==> config.mk <==
export PLATFORM = sky130hd
export DESIGN_NAME = logic_sweep_controller
export DESIGN_NICKNAME = d
export VERILOG_FILES = /design/src/rtl/logic_sweep_controller.sv
export SDC_FILE = /design/constraint.sdc
export NUM_CORES = 1
export LEC_CHECK = 0
export ABC_CLOCK_PERIOD_IN_PS = 3640
export BUFFER_PORTS_ARGS = -buffer_cell sky130_fd_sc_hd__buf_4
export CORE_ASPECT_RATIO = 1.2
export CORE_MARGIN = 3
export CORE_UTILIZATION = 50
export CTS_CLUSTER_DIAMETER = 60
export CTS_CLUSTER_SIZE = 24
export DETAILED_ROUTE_END_ITERATION = 10
export PLACE_DENSITY = 0.84
export SKIP_LAST_GASP = 1
export SYNTH_ARGS = -nofsm -noshare
export SYNTH_HDL_FRONTEND = slang
export SYNTH_SLANG_ARGS = --single-unit
==> constraint.sdc <==
create_clock -name clk -period 3.64 [get_ports clk]
set_input_delay 0.728 -clock clk [delete_from_list [all_inputs] [get_ports clk]]
set_output_delay 0.728 -clock clk [all_outputs]
set_load 0.005 [all_outputs]
==> src/rtl/logic_sweep_controller.sv <==
// Sweep sequencer for the Generator/Concat/Array_selector datapath: steps the address, captures results, hands them off on valid/ready.
// Optional build macro LOGIC_SWEEP_PARITY_EN adds the registered out_parity output.
module logic_sweep_controller #(
  parameter int SIZE = 16,
  parameter int K    = 8,
  localparam int AW  = $clog2(SIZE),
  localparam int KW  = $clog2(K),
  localparam int RW  = SIZE * KW
) (
  input  logic          clk,
  input  logic          rst,
  input  logic          start,
  input  logic [AW-1:0] base_addr,
  input  logic [AW:0]   count,
  output logic          busy,
  output logic [AW-1:0] addr_out,
  input  logic [RW-1:0] result_in,
  output logic          out_valid,
  input  logic          out_ready,
  output logic [RW-1:0] out_data,
  output logic [AW-1:0] out_addr,
`ifdef LOGIC_SWEEP_PARITY_EN
  output logic          out_parity,
`endif
  output logic          done
);

  typedef enum logic [2:0] {IDLE, SETTLE, CAPTURE, PRESENT, FINISH} state_t;

  localparam logic [AW:0] SIZE_C = (AW+1)'(SIZE);

  state_t      state, state_nxt;
  logic [AW:0] remaining;
  logic        accept, capture, handshake;

  function automatic logic [AW:0] clamp_count(input logic [AW:0] c);
    return (c > SIZE_C) ? SIZE_C : c;
  endfunction

  assign accept    = (state == IDLE) && start && (count != '0);
  assign capture   = (state == CAPTURE);
  assign handshake = (state == PRESENT) && out_valid && out_ready;
  assign busy      = (state != IDLE);
  assign done      = (state == FINISH);

  always_ff @(posedge clk or posedge rst) begin
    if (rst) state <= IDLE;
    else     state <= state_nxt;
  end

  always_comb begin
    state_nxt = state;
    case (state)
      IDLE:    if (start) state_nxt = (count == '0) ? FINISH : SETTLE;
      SETTLE:  state_nxt = CAPTURE;
      CAPTURE: state_nxt = PRESENT;
      PRESENT: if (handshake) state_nxt = (remaining == (AW+1)'(1)) ? FINISH : SETTLE;
      FINISH:  state_nxt = IDLE;
      default: state_nxt = IDLE;
    endcase
  end

  // Address/count bookkeeping; the address only moves on a completed handshake
  always_ff @(posedge clk or posedge rst) begin
    if (rst) begin
      addr_out  <= '0;
      remaining <= '0;
    end else if (accept) begin
      addr_out  <= base_addr;
      remaining <= clamp_count(count);
    end else if (handshake) begin
      remaining <= remaining - (AW+1)'(1);
      if (remaining != (AW+1)'(1)) addr_out <= addr_out + AW'(1);
    end
  end

  // Output stage: capture after the settle cycle, hold until accepted
  always_ff @(posedge clk or posedge rst) begin
    if (rst) begin
      out_valid <= 1'b0;
      out_data  <= '0;
      out_addr  <= '0;
    end else if (capture) begin
      out_valid <= 1'b1;
      out_data  <= result_in;
      out_addr  <= addr_out;
    end else if (handshake) begin
      out_valid <= 1'b0;
    end
  end

`ifdef LOGIC_SWEEP_PARITY_EN
  always_ff @(posedge clk or posedge rst) begin
    if (rst)          out_parity <= 1'b0;
    else if (capture) out_parity <= ^result_in;
  end
`endif

endmodule
==> impl_metrics.ini <==
[sta]
clock.fmax_ghz = 0.4767
worst_pin_slew_ps = 1043
fin_setup_tns_ps = 0
finalWorstSetupSlack_ps = 1542
slew_violations = 0
setup_viol = 0
slew_headroom_pct = 30.40
rsz0062_at_grt = no
hold_viol_final = 0
clock_skew_ps = 6.751
period_share_pct = 57.63
period_needed_ps = 2098

[clocking]
cts_buffers = 9
root_buffer = clkbuf_8
cts_setup_buffers = 0
cts_resized = 0
clkSinkCount = 65
htree_levels = 3
clk-insertion-delay-late_ps = 330
cts.path.max_buffers = 2
postCtsHoldBufs = 0
clk_pin_slew_ps = 70
tritoncts = yes

[layout]
num_antenna_cells = 0
drive_above_1_share_pct = 60.57
syn_to_final_growth_pct = 40.75
fin_nets = 377

[setup_path]
critical_path_peak_fanout = 12
crit_path_max_incr_delay_ps = 500
worstSetupPathType = register to output pin
crit_chain = or3_4 > buf_4
cp.required_ps = 2910
arrival_ps = 1370
crit_buf_inv = 1
critPathSlowestCell = dfrtp_1
startpoint_type = register
cpLargestDelayFamily = flip-flops
crit_path_end_kind = output pin

[logic_synthesis]
syn_nets = 254
yosys_register_bits = 65
yosysSeqAreaShare_pct = 60.61
syn_area_per_cell_sq_um = 14.13
synthCells = 190
ys.flop_type = dfrtp_1
postSynth.asyncResetShare_pct = 100.0
netlist.area_leader.share_pct = 60.61
netlist_area_sq_um = 2684
synth.distinct_cells = 33
synth_warnings = 0
ys_top_cells_by_area = dfrtp_1 61%, mux2_2 22%, xnor2_1 2.0%
yosysTopAreaCell = dfrtp_1
synth_edf_count = 0

[global_routing]
antenna_found_initial = 0
grt_first_pass_wirelength_mm = 9.542
grt_start_max_net_pins = 52
globalRouteTotalUtil_pct = 20.15
overflow = 0
grt_pass1_vias = 1955

[drt]
vias = 1927
finalWirelength_mm = 5.981
drtAntennaViolNets = 0
drcViolationCount = 0
first_pass_iters = 4
first_iter_violations = 150
wl_per_cell_um = 15.86
via_per_inst = 5.111

[status]
status = completed

[placed_design]
place_ws_ps = 1631
place_hpwl_mm = 4.432
io_buffers = 119
place_congestion = 0.9097

[floorplanning]
start_util_pct = 53.20
die_area_sq_um = 6286
core_sq_um = 5045
die_w_um = 72.88
dieHeight_um = 86.26
row_count = 28
io_pins = 120

[power]
p_leak_nw = 1.786
p_per_area_nw_per_um2 = 826.9
ir_drop_mv = 0.4257

[hold_path]
hold_path_class = register to register

[run]
drv_cap = 0
==> cells by family (layout without fill, tap and decap cells) <==
group / after synthesis / count (layout) / synth area share (%)
DFF: 65 / 65 / 60.61
xor gates and xnor gates: 6 / 6 / 1.958
buffers and inverters: 16 / 143 / 3.217
and+or+nand+nor: 28 / 28 / 6.294
adders and majority gates: 3 / 3 / 1.399
muxes: 53 / 53 / 22.19
AOI/OAI and AO/OA: 19 / 19 / 4.336
==> through the flow <==
step	cell area [sq um]	power (mW)	hold slack [ps]	instances	utilization, %
2_1_floorplan	2684	1.947	497.2	190	-
3_3_place_gp	3616	2.598	490.3	362	71.68
3_5_place_dp	3616	2.646	496.9	362	71.68
4_1_cts	3777	3.165	512.0	377	74.88
5_1_grt	3777	3.340	519.8	377	74.88
6_report	3777	3.123	507.1	377	74.88
==> state kept, by name (all words and copies together), names as in the netlist <==
| name | count |
|---|---|
| out_valid | 1 |
| state | 3 |
| addr_out | 4 |
| out_addr | 4 |
| out_data | 48 |
| remaining | 5 |
==> placed cells by master, fill, tap and decap left out, drive strengths merged, types with 3 or more instances in the layout <==
cell type	instances
buf	122
dfrtp	65
mux2	52
clkbuf	11
a21oi	10
nor2	8
xnor2	6
inv	6
clkinv	4
ha	3
nor3b	3
==> synth_stat cells (2+ instances only) <==
cell / n
mux2_2: 52
buf_2: 6
a21o_1: 2
nor3b_1: 2
o21ai_0: 2
nor4b_1: 2
nand3_1: 2
nor4_1: 2
inv_1: 6
a21oi_1: 10
xnor2_1: 6
nor3_1: 2
dfrtp_1: 65
clkbuf_1: 2
nor2_1: 8
nand3b_1: 2
ha_1: 3
==> area by class of cell <==
type	count	area (sq um)
Multi-Input combinational cell	109	975.9
Timing Repair Buffer	122	915.9
Tap cell	60	75.07
Fill cell	369	1267
Sequential cell	65	1627
Clock buffer	11	141.4
Inverter	6	22.52
Clock inverter	4	20.02
==> power by group <==
part           leakage, nW  internal, mW  switching [mW]
registers            0.765          1.09           0.220
logic                0.932         0.845           0.457
clock network       0.0887         0.257           0.254
==> per-layer routing <==
metal  up-vias  share of wire, %  global-route usage, %
met2        75                52                  33.09
met4         0               1.9                  8.054
li1        918                 -                      -
met5         -                 0                      0
met3        11               7.0                  5.916
met1       923                39                  24.88
==> final timing paths <==
path / start / end / slack, ps / cells after the start
setup / recovery: state[2] / busy / 1540 / 2
hold / removal: out_addr[3] / out_addr[3] / 510 / 1
setup reg to reg: remaining[1] / addr_out[1] / 1620 / 6
hold reg to reg: out_addr[3] / out_addr[3] / 510 / 1
max in group asynchronous: rst / out_addr[3] / 2180 / 3
min in group asynchronous: rst / out_data[13] / 660 / 2
(Power assumes the default switching activity.)
